`src/rtl/backend_pkg.sv`:
```
// Shared types and constants for the analog backend power-up controller.
// The serial frame carries a start bit, five gain bits and an even-parity bit.
package backend_pkg;

    typedef enum logic [2:0] {
        S_WAIT_START,
        S_SHIFT,
        S_CHECK,
        S_ERR,
        S_VCO_WAIT,
        S_AMP_WAIT,
        S_RDY_WAIT,
        S_READY
    } state_t;

    localparam int FRAME_LEN = 7;
    localparam int GAIN1_W   = 2;
    localparam int GAIN2_W   = 3;
    localparam int STAGE_W   = FRAME_LEN - 1;

    // True when the data bits together with the parity bit XOR to zero.
    function automatic logic parity_even(input logic [STAGE_W-1:0] bits);
        return ~^bits;
    endfunction

endpackage

```
`src/rtl/backend_seq_ctrl_if.sv`:
```
// Serial config port plus the analog front-end reset/gain pins of the controller.
// The slave side belongs to the controller, the master side to whoever drives it.
interface backend_seq_ctrl_if;

    logic                            i_sclk;
    logic                            i_sdin;
    logic                            i_cfg_req;
    logic                            o_ready;
    logic                            o_resetb1;
    logic [backend_pkg::GAIN1_W-1:0] o_gainA1;
    logic                            o_resetb2;
    logic [backend_pkg::GAIN2_W-1:0] o_gainA2;
    logic                            o_resetbvco;
    logic                            o_cfg_err;

    modport master (
        output i_sclk, i_sdin, i_cfg_req,
        input  o_ready, o_resetb1, o_gainA1, o_resetb2, o_gainA2, o_resetbvco, o_cfg_err
    );

    modport slave (
        input  i_sclk, i_sdin, i_cfg_req,
        output o_ready, o_resetb1, o_gainA1, o_resetb2, o_gainA2, o_resetbvco, o_cfg_err
    );

endinterface

```
`src/rtl/backend_sclk_sync.sv`:
```
// Brings the slow serial clock and data into the system clock domain and emits a
// registered one-cycle pulse per sclk rise together with the matching data sample.
module backend_sclk_sync #(
    parameter int SYNC_STAGES = 2
) (
    input  logic clk,
    input  logic rst_n,
    input  logic sclk,
    input  logic sdin,
    output logic sclk_rise,
    output logic sdin_s
);

    logic [SYNC_STAGES-1:0] sclk_sync;
    logic [SYNC_STAGES-1:0] sdin_sync;
    logic                   sclk_prev;

    // sdin runs through the same number of flops so it stays paired with its rise
    always_ff @(posedge clk or negedge rst_n) begin
        if (!rst_n) begin
            sclk_sync <= '0;
            sdin_sync <= '0;
            sclk_prev <= 1'b0;
            sclk_rise <= 1'b0;
            sdin_s    <= 1'b0;
        end else begin
            sclk_sync <= {sclk_sync[SYNC_STAGES-2:0], sclk};
            sdin_sync <= {sdin_sync[SYNC_STAGES-2:0], sdin};
            sclk_prev <= sclk_sync[SYNC_STAGES-1];
            sclk_rise <= sclk_sync[SYNC_STAGES-1] & ~sclk_prev;
            sdin_s    <= sdin_sync[SYNC_STAGES-1];
        end
    end

endmodule

```
`src/rtl/backend_seq_ctrl.sv`:
```
// Power-up controller: captures a parity-checked gain frame from the serial port,
// then releases VCO and amplifier resets in a counter-timed order and raises ready.
module backend_seq_ctrl
    import backend_pkg::*;
#(
    parameter int SYNC_STAGES = 2,
    parameter int VCO_DLY     = 2,
    parameter int AMP_DLY     = 10,
    parameter int RDY_DLY     = 10,
    parameter int TIMEOUT     = 255,
    parameter int CNT_W       = 8
) (
    input  logic               i_clk,
    input  logic               i_resetbAll,
    backend_seq_ctrl_if.slave  bus
);

    localparam logic [CNT_W-1:0] VCO_LAST  = CNT_W'(VCO_DLY - 1);
    localparam logic [CNT_W-1:0] AMP_LAST  = CNT_W'(AMP_DLY - 1);
    localparam logic [CNT_W-1:0] RDY_LAST  = CNT_W'(RDY_DLY - 1);
    localparam logic [CNT_W-1:0] TO_LIMIT  = CNT_W'(TIMEOUT);
    localparam logic [2:0]       LAST_BIT  = 3'(STAGE_W - 1);

    state_t               state, state_nxt;
    logic [CNT_W-1:0]     cnt, cnt_nxt;
    logic [2:0]           bit_cnt, bit_cnt_nxt;
    logic [STAGE_W-1:0]   stage, stage_nxt;
    logic                 load_gain;
    logic                 sclk_rise;
    logic                 sdin_s;

    backend_sclk_sync #(
        .SYNC_STAGES (SYNC_STAGES)
    ) u_sync (
        .clk       (i_clk),
        .rst_n     (i_resetbAll),
        .sclk      (bus.i_sclk),
        .sdin      (bus.i_sdin),
        .sclk_rise (sclk_rise),
        .sdin_s    (sdin_s)
    );

    // One counter serves the mid-frame timeout and all three release delays
    always_comb begin
        state_nxt   = state;
        cnt_nxt     = cnt + 1'b1;
        bit_cnt_nxt = bit_cnt;
        stage_nxt   = stage;
        load_gain   = 1'b0;
        case (state)
            S_WAIT_START, S_ERR: begin
                cnt_nxt = '0;
                if (sclk_rise && sdin_s) begin
                    state_nxt   = S_SHIFT;
                    bit_cnt_nxt = '0;
                end
            end
            S_SHIFT: begin
                if (sclk_rise) begin
                    stage_nxt   = {sdin_s, stage[STAGE_W-1:1]};
                    cnt_nxt     = '0;
                    bit_cnt_nxt = bit_cnt + 3'd1;
                    if (bit_cnt == LAST_BIT) begin
                        state_nxt = S_CHECK;
                    end
                end else if (cnt == TO_LIMIT) begin
                    state_nxt = S_ERR;
                    cnt_nxt   = '0;
                end
            end
            S_CHECK: begin
                cnt_nxt = '0;
                if (parity_even(stage)) begin
                    state_nxt = S_VCO_WAIT;
                    load_gain = 1'b1;
                end else begin
                    state_nxt = S_ERR;
                end
            end
            S_VCO_WAIT: begin
                if (cnt == VCO_LAST) begin
                    state_nxt = S_AMP_WAIT;
                    cnt_nxt   = '0;
                end
            end
            S_AMP_WAIT: begin
                if (cnt == AMP_LAST) begin
                    state_nxt = S_RDY_WAIT;
                    cnt_nxt   = '0;
                end
            end
            S_RDY_WAIT: begin
                if (cnt == RDY_LAST) begin
                    state_nxt = S_READY;
                    cnt_nxt   = '0;
                end
            end
            S_READY: begin
                cnt_nxt = '0;
                if (bus.i_cfg_req) begin
                    state_nxt = S_WAIT_START;
                end
            end
            default: begin
                state_nxt = S_WAIT_START;
                cnt_nxt   = '0;
            end
        endcase
    end

    always_ff @(posedge i_clk or negedge i_resetbAll) begin
        if (!i_resetbAll) begin
            state   <= S_WAIT_START;
            cnt     <= '0;
            bit_cnt <= '0;
            stage   <= '0;
        end else begin
            state   <= state_nxt;
            cnt     <= cnt_nxt;
            bit_cnt <= bit_cnt_nxt;
            stage   <= stage_nxt;
        end
    end

    // Outputs are decoded from the next state so each one lands on its transition edge
    always_ff @(posedge i_clk or negedge i_resetbAll) begin
        if (!i_resetbAll) begin
            bus.o_gainA1    <= '0;
            bus.o_gainA2    <= '0;
            bus.o_resetbvco <= 1'b0;
            bus.o_resetb1   <= 1'b0;
            bus.o_resetb2   <= 1'b0;
            bus.o_ready     <= 1'b0;
            bus.o_cfg_err   <= 1'b0;
        end else begin
            if (load_gain) begin
                bus.o_gainA1 <= stage[GAIN1_W-1:0];
                bus.o_gainA2 <= stage[GAIN1_W+GAIN2_W-1:GAIN1_W];
            end
            bus.o_resetbvco <= state_nxt inside {S_AMP_WAIT, S_RDY_WAIT, S_READY};
            bus.o_resetb1   <= state_nxt inside {S_RDY_WAIT, S_READY};
            bus.o_resetb2   <= state_nxt inside {S_RDY_WAIT, S_READY};
            bus.o_ready     <= (state_nxt == S_READY);
            bus.o_cfg_err   <= (state_nxt == S_ERR);
        end
    end

endmodule

```
`src/flat_wrapper.sv`:
```
// flat-port wrapper written by rule: the top's interface ports become plain ports
module backend_seq_ctrl_flat import backend_pkg::*;
#(
    parameter int SYNC_STAGES = 2,
    parameter int VCO_DLY     = 2,
    parameter int AMP_DLY     = 10,
    parameter int RDY_DLY     = 10,
    parameter int TIMEOUT     = 255,
    parameter int CNT_W       = 8
)
  (i_clk, i_resetbAll, bus_i_sclk, bus_i_sdin, bus_i_cfg_req, bus_o_ready, bus_o_resetb1, bus_o_gainA1, bus_o_resetb2, bus_o_gainA2, bus_o_resetbvco, bus_o_cfg_err);
  backend_seq_ctrl_if bus_i ();
  input  logic i_clk;
  input  logic i_resetbAll;
  input wire logic [$bits(bus_i.i_sclk)-1:0] bus_i_sclk;
  input wire logic [$bits(bus_i.i_sdin)-1:0] bus_i_sdin;
  input wire logic [$bits(bus_i.i_cfg_req)-1:0] bus_i_cfg_req;
  output wire logic [$bits(bus_i.o_ready)-1:0] bus_o_ready;
  output wire logic [$bits(bus_i.o_resetb1)-1:0] bus_o_resetb1;
  output wire logic [$bits(bus_i.o_gainA1)-1:0] bus_o_gainA1;
  output wire logic [$bits(bus_i.o_resetb2)-1:0] bus_o_resetb2;
  output wire logic [$bits(bus_i.o_gainA2)-1:0] bus_o_gainA2;
  output wire logic [$bits(bus_i.o_resetbvco)-1:0] bus_o_resetbvco;
  output wire logic [$bits(bus_i.o_cfg_err)-1:0] bus_o_cfg_err;
  assign bus_i.i_sclk = bus_i_sclk;
  assign bus_i.i_sdin = bus_i_sdin;
  assign bus_i.i_cfg_req = bus_i_cfg_req;
  assign bus_o_ready = bus_i.o_ready;
  assign bus_o_resetb1 = bus_i.o_resetb1;
  assign bus_o_gainA1 = bus_i.o_gainA1;
  assign bus_o_resetb2 = bus_i.o_resetb2;
  assign bus_o_gainA2 = bus_i.o_gainA2;
  assign bus_o_resetbvco = bus_i.o_resetbvco;
  assign bus_o_cfg_err = bus_i.o_cfg_err;
  backend_seq_ctrl #(.SYNC_STAGES(SYNC_STAGES), .VCO_DLY(VCO_DLY), .AMP_DLY(AMP_DLY), .RDY_DLY(RDY_DLY), .TIMEOUT(TIMEOUT), .CNT_W(CNT_W)) u_core (.i_clk(i_clk), .i_resetbAll(i_resetbAll), .bus(bus_i));
endmodule
```
`config.mk`:
```
export PLATFORM = sky130hd
export DESIGN_NAME = backend_seq_ctrl_flat
export DESIGN_NICKNAME = d
export VERILOG_FILES = /design/src/rtl/backend_pkg.sv /design/src/rtl/backend_seq_ctrl_if.sv /design/src/rtl/backend_sclk_sync.sv /design/src/rtl/backend_seq_ctrl.sv /design/src/flat_wrapper.sv
export SDC_FILE = /design/constraint.sdc
export NUM_CORES = 1
export LEC_CHECK = 0
export ABC_AREA = 0
export BUFFER_PORTS_ARGS = -buffer_cell sky130_fd_sc_hd__buf_2
export CAP_MARGIN = 20
export CORE_MARGIN = 8
export CORE_UTILIZATION = 60
export CTS_BUF_LIST = sky130_fd_sc_hd__clkbuf_8
export DETAILED_ROUTE_END_ITERATION = 10
export PLACE_DENSITY = 0.84
export SYNTH_ARGS = -nofsm -noshare
export SYNTH_HDL_FRONTEND = slang
export SYNTH_HIERARCHICAL = 1
export SYNTH_SLANG_ARGS = --single-unit
```
`constraint.sdc`:
```
create_clock -name i_clk -period 3.9 [get_ports i_clk]
set_input_delay 0.975 -clock i_clk [delete_from_list [all_inputs] [get_ports i_clk]]
set_output_delay 0.975 -clock i_clk [all_outputs]
set_load 0.005 [all_outputs]
```
==> results of run 1 <==
## worst max path at each step
stage	startpoint	to	slack [ns]
4_1_cts	u_core/state[2]	u_core/bus.o_cfg_err	1.89
2_1_floorplan	bus_i_cfg_req	u_core/state[0]	2.10
6_report	u_core/state[2]	u_core/bus.o_cfg_err	1.87
5_1_grt	u_core/state[2]	u_core/bus.o_cfg_err	1.75
3_5_place_dp	bus_i_cfg_req	u_core/state[0]	1.89
3_3_place_gp	bus_i_cfg_req	u_core/state[0]	1.94
## per-stage QoR
step,instance area (um2),total power (W),worst slack [ns],hold slack (ns),cells
CTS,1880,0.00124,1.89,0.352,212
floorplan,1750,0.000920,2.10,0.331,167
detailed placement,1810,0.00100,1.89,0.338,205
global placement,1810,0.000977,1.94,0.332,205
finish,1880,0.00123,1.87,0.346,212
global route,1880,0.00133,1.75,0.357,212
## power by group through the flow
stage          logic, W  clock network (W)  registers, W
4_1_cts        0.000431           0.000245      0.000568
3_5_place_dp   0.000426                  0      0.000576
6_report       0.000429           0.000234      0.000570
5_1_grt        0.000484           0.000264      0.000585
3_3_place_gp   0.000412                  0      0.000564
2_1_floorplan  0.000403                  0      0.000516
## cell usage in the layout (no fill, tap or decap), types with 2 or more instances in the layout
| cell type | count |
|---|---|
| a21oi_1 | 3 |
| and2b_2 | 3 |
| and3_1 | 4 |
| buf_2 | 14 |
| clkbuf_8 | 5 |
| dfrtp_1 | 36 |
| ha_1 | 4 |
| inv_1 | 3 |
| mux2_1 | 5 |
| nand2_1 | 30 |
| nand3_1 | 7 |
| nor2_1 | 17 |
| nor2b_1 | 3 |
| nor3_1 | 2 |
| o21a_1 | 2 |
| o21ai_0 | 7 |
| or2_2 | 2 |
| or4b_1 | 2 |
| xnor2_1 | 6 |
| xor2_1 | 3 |
## logic make-up (layout without fill, tap and decap cells)
group / count (synthesis) / in the layout / share of synthesized area
mux: 5 / 5 / 0.0322
buf+inv: 9 / 23 / 0.0329
simple gates: 80 / 80 / 0.236
xor+xnor: 10 / 10 / 0.0580
fa+ha+maj: 4 / 4 / 0.0287
compound gates: 23 / 23 / 0.0960
flops: 36 / 36 / 0.516
## cell type report
class,instances,area (um2)
timing repair buffer,14,70.1
tap,31,38.8
inverter,2,7.51
fill,215,875
multi-input combinational,122,788
clock buffer,5,68.8
sequential,36,901
clock inverter,2,8.76
## registers in the layout, indices dropped and copies added, names as in the netlist, 2 cells and up
register                 flops
u_core/cnt                   8
u_core/stage                 6
u_core/bit_cnt               3
u_core/bus.o_gainA2          3
u_core/state                 3
u_core/bus.o_gainA1          2
u_core/u_sync/sclk_sync      2
u_core/u_sync/sdin_sync      2
## critical path: stages (launching register included)
cell and delay, ns:
dfrtp_1 0.55, or4b_1 0.61, or4_1 0.46, o311ai_2 0.14
a21oi_2 0.10, nor3_2 0.10
## per-layer routing
metal / track usage / wire length, um / up-vias
met1: 0.139 / 1260 / 578
met3: 0.0523 / 145 / 9
met5: 0 / 0 / -
li1: - / - / 597
met4: 0.0915 / 85 / 0
met2: 0.217 / 1490 / 24
## synth_stat cells (2+ instances only)
cell type,number
nor2_1,17
buf_4,3
or4b_1,2
o21ai_0,7
xor2_1,3
buf_2,2
ha_1,4
a21oi_1,3
nand2_1,30
nand3_1,7
inv_1,2
nor3_1,2
or2_2,2
nor2b_1,3
xnor2_1,6
dfrtp_1,36
and2b_2,3
o21a_1,2
and3_1,4
mux2_1,5
==> impl_metrics.yaml, run 1 <==
min_path:
  min_to: "u_core/u_sync/sdin_s"
  hold_start: "u_core/u_sync/sdin_sync[1]"
  min_path_type: "flop to flop"
  hold_depth: 0
power_and_ir_drop:
  ir_drop_mv: 0.673
  pwr-share-clk: 0.190
  switching_share: 0.372
  switchingPower_w: 0.000458
  p_seq_frac: 0.463
  comb_power_share: 0.348
  p_leak_nw: 0.930
  intPower_w: 0.000774
  power_density_nw_per_um2: 654
global_route:
  antenna_found_initial: 0
  grt_max_degree: 37
  grtUsageTotal: 0.134
  grt_pass1_vias: 1244
  grt_pass1_wl_mm: 5.31
  overflow: 0
clock_tree:
  cts.sinks: 36
  clk_latency_ns: 0.28
  clk_pin_slew_worst_paths_ns: 0.06
  cts_max_path_buffers: 2
  ctsResizeCount: 0
  cts-root-buf: "clkbuf_8"
  numCtsBuffers: 5
  cts_tree: "done"
  htreeDepth: 2
  cts_hold_buf: 0
  cts_setup_buffers: 0
synthesis:
  synthArstFlopShare: 1.00
  synth_top_area_frac: 0.516
  synth_cell_types: 44
  synth-edff-count: 0
  synthCells: 167
  yosys_register_bits: 36
  synth_nets: 176
  synth_area_leaders: "dfrtp_1 (52%), nand2_1 (6.4%), nor2_1 (3.7%), mux2_1 (3.2%), xnor2_1 (3.0%)"
  yosysWarnings: 6
  avgSynthCellArea_um2: 10.5
  syn_area_um2: 1750
  synth_seq_area_share: 0.516
  yosys_most_used_dff: "dfrtp_1"
  synth_largest_area_cell: "dfrtp_1"
routing:
  final_antenna_net_count: 0
  drc: 0
  drtPass1Iterations: 4
  wire_per_inst_um: 14.1
  totalWireLength_mm: 2.98
  via_per_inst: 5.70
  drt_iter0_drc: 67
  vias: 1208
finish:
  postLayoutCoreUtil: 0.683
  fin_nets: 190
  antenna_cells: 0
  area_growth_pct: 7.81
  drive_above_1_share: 0.182
sta:
  finClkSkew_ns: 0.00452
  worst_pin_slew_ns: 0.764
  slew_violations: 0
  setup_viol: 0
  setup-tns-final_ns: 0
  hold_violations: 0
  period_needed_ns: 2.03
  post-route-period-util: 0.521
  relSlewSlack: 0.491
  rsz0062_at_grt: "false"
  fmax_ghz: 0.492
critical_path:
  r2r_cells: 5
  cp_max_fo: 16
  end_kind: "flop"
  critPathRequiredTime_ns: 4.11
  r2r-end: "u_core/bus.o_cfg_err"
  crit_path_start_kind: "flop"
  crit_type: "flop to flop"
  arrival_ns: 2.24
  r2r_setup_slack_ns: 1.87
  r2r_start: "u_core/state[2]"
placement:
  port_buffers: 14
  dp_hpwl_mm: 2.11
  globalplace.congestion: 0.815
floorplan:
  dieArea_um2: 4890
  start_util: 0.633
  row_count: 19
  die_h_um: 70.0
  boundaryPins: 15
  die_x_um: 70.0
  fp.coreArea_um2: 2760
job:
  drv_cap: 0
outcome:
  outcome: "complete, no violations"
Power figures use the tool's default switching activity.
==> inputs of run 2 (changes only) <==
Settings changed: ABC_AREA 0 to 1.
Clock period 3.9 ns to 2.1 ns, I/O delays scaled along.
==> run 2 against run 1 <==
Net effect:
- via count increased by 9.9%
- die area increased by 0.16%
- sequential power rose by 69%
- clock skew up 0.0016 ns
- combinational power up 83%
- core utilization up 2.5 points
- critical endpoint unchanged
- largest cell class unchanged
- largest power group unchanged
==> impl_metrics.yaml, run 2 <==
critical_path:
  arrival_ns: 1.80
  critPathRequiredTime_ns: 2.32
  r2r_setup_slack_ns: 0.51
  end_kind: "flop"
  cp_max_fo: 11
  crit_type: "flop to flop"
  crit_path_start_kind: "flop"
sta:
  worst_pin_slew_ns: 0.740
  setup-tns-final_ns: 0
  holdWs_ns: 0.299
  finClkSkew_ns: 0.00611
  hold_violations: 0
  rsz0062_at_grt: "false"
  period_needed_ns: 1.59
  relSlewSlack: 0.507
  post-route-period-util: 0.755
  slew_violations: 0
  fmax_ghz: 0.630
  setup_viol: 0
global_route:
  grtUsageTotal: 0.136
  grt_max_degree: 37
  overflow: 0
  grt_pass1_wl_mm: 5.51
  antenna_found_initial: 0
  grt_pass1_vias: 1315
clock_tree:
  numCtsBuffers: 5
  ctsResizeCount: 0
  clk_pin_slew_worst_paths_ns: 0.07
  cts_max_path_buffers: 2
  cts_hold_buf: 0
  cts.sinks: 36
  htreeDepth: 2
  cts-root-buf: "clkbuf_8"
  clk_latency_ns: 0.28
  cts_setup_buffers: 0
  cts_tree: "done"
synthesis:
  synthCells: 212
  synth_nets: 221
  synth_largest_area_cell: "dfrtp_1"
  syn_area_um2: 1750
  yosys_register_bits: 36
  synth_seq_area_share: 0.515
  avgSynthCellArea_um2: 8.26
  synthArstFlopShare: 1.00
  synth_area_leaders: "dfrtp_1 (51%), nand2_1 (12%), inv_1 (5.4%), nor2_1 (5.1%), nand3_1 (4.9%)"
  synth_commonest_cells: "nand2_1 (56), dfrtp_1 (36), inv_1 (25)"
  yosysWarnings: 6
  synth-edff-count: 0
  yosysMostFrequentCell: "nand2_1"
  yosys_most_used_dff: "dfrtp_1"
  synth_top_area_frac: 0.515
  synth_cell_types: 26
finish:
  drive_above_1_share: 0.169
  fin_nets: 239
  area_growth_pct: 11.4
  reg_top3: "u_core/cnt x8, u_core/stage x6"
  layout_common_cells: "nand2_1 (56), dfrtp_1 (36), inv_1 (25)"
  regMostFlops: "u_core/cnt"
  antenna_cells: 0
  layout_commonest_cell: "nand2_1"
  largest_reg_flops: 8
min_path:
  min_path_type: "input port to async pin"
routing:
  via_per_inst: 5.07
  drtPass1Iterations: 4
  final_antenna_net_count: 0
  drc: 0
  drt_iter0_drc: 106
  vias: 1328
  wire_per_inst_um: 11.1
  totalWireLength_mm: 2.90
placement:
  port_buffers: 14
  globalplace.congestion: 0.862
  dp_hpwl_mm: 2.19
floorplan:
  row_count: 19
  die_h_um: 70.0
  die_x_um: 70.0
  fp.coreArea_um2: 2760
  dieArea_um2: 4900
  boundaryPins: 15
  start_util: 0.635
outcome:
  outcome: "complete, no violations"
power_and_ir_drop:
  power_density_nw_per_um2: 1190
  ir_drop_mv: 1.03
  p_leak_nw: 0.978
job:
  drv_cap: 0
==> run 2: cell types whose count changed in the layout (fill, tap and decap cells not counted), sizes merged, moves of 3 or more <==
cell | before | now
a21oi | 4 | 1
and2b | 3 | 0
and3 | 4 | 0
inv | 3 | 31
mux2 | 5 | 1
nand2 | 30 | 58
nand3 | 7 | 18
nor2 | 18 | 28
nor2b | 4 | 0
o21ai | 8 | 18
xnor2 | 6 | 2
==> run 2: final cells by class <==
type                       instances  area [um2]
multi-input combinational        142         713
fill                             200         807
timing repair buffer              14        70.1
tap                               31        38.8
clock inverter                     3        42.5
clock buffer                       5        68.8
inverter                          31         116
sequential                        36         901
==> run 2: where the power goes <==
part	internal, W	switching [W]
Combinational	0.000303	0.000481
Clock	0.000351	0.000234
Sequential	0.000830	0.000131
Total	0.00148	0.000846
==> run 2: layer usage <==
layer	track usage	routed length [um]
met5	0	0
met4	0.0737	46
met3	0.0508	136
met2	0.205	1340
met1	0.163	1380
==> run 2: metrics by stage <==
step | instance area (um2) | power (W) | utilization | setup slack (ns) | cells
4_1_cts | 1950 | 0.00235 | 0.707 | 0.515 | 262
5_1_grt | 1950 | 0.00255 | 0.707 | 0.307 | 262
6_report | 1950 | 0.00233 | 0.707 | 0.514 | 262
2_1_floorplan | 1750 | 0.00157 | - | 0.709 | 212
3_5_place_dp | 1840 | 0.00176 | 0.667 | 0.563 | 254
3_3_place_gp | 1840 | 0.00174 | 0.667 | 0.585 | 254
==> run 2: cells by family (layout without fill, tap and decap cells) <==
kind of cell	Yosys count	count (layout)	synth area share
simple gates	110	110	0.274
flops	36	36	0.515
buf+inv	34	53	0.0779
compound gates	22	22	0.0729
xor+xnor	5	5	0.0250
fa+ha+maj	4	4	0.0286
mux	1	1	0.00643
==> run 2: final timing paths <==
path                                            start                         end  cells after the start
max in group asynchronous                 i_resetbAll             u_core/state[0]                      1
min in group i_clk                         bus_i_sclk  u_core/u_sync/sclk_sync[0]                      1
min reg2reg                u_core/u_sync/sclk_sync[0]  u_core/u_sync/sclk_sync[1]                      0
max                                   u_core/stage[2]        u_core/bus.o_cfg_err                     11
max reg2reg                           u_core/stage[2]        u_core/bus.o_cfg_err                     11
min                                       i_resetbAll  u_core/u_sync/sdin_sync[0]                      1
==> run 2: worst max-delay path: stages (launching register included) <==
cell	delay, ns
dfrtp_1	0.41
inv_1	0.13
nand2_1	0.06
nand2_1	0.08
nand2_1	0.09
nand2_1	0.09
nand2_1	0.05
nand3_1	0.27
nand2_1	0.11
inv_1	0.07
nand3_1	0.06
nor2_1	0.09
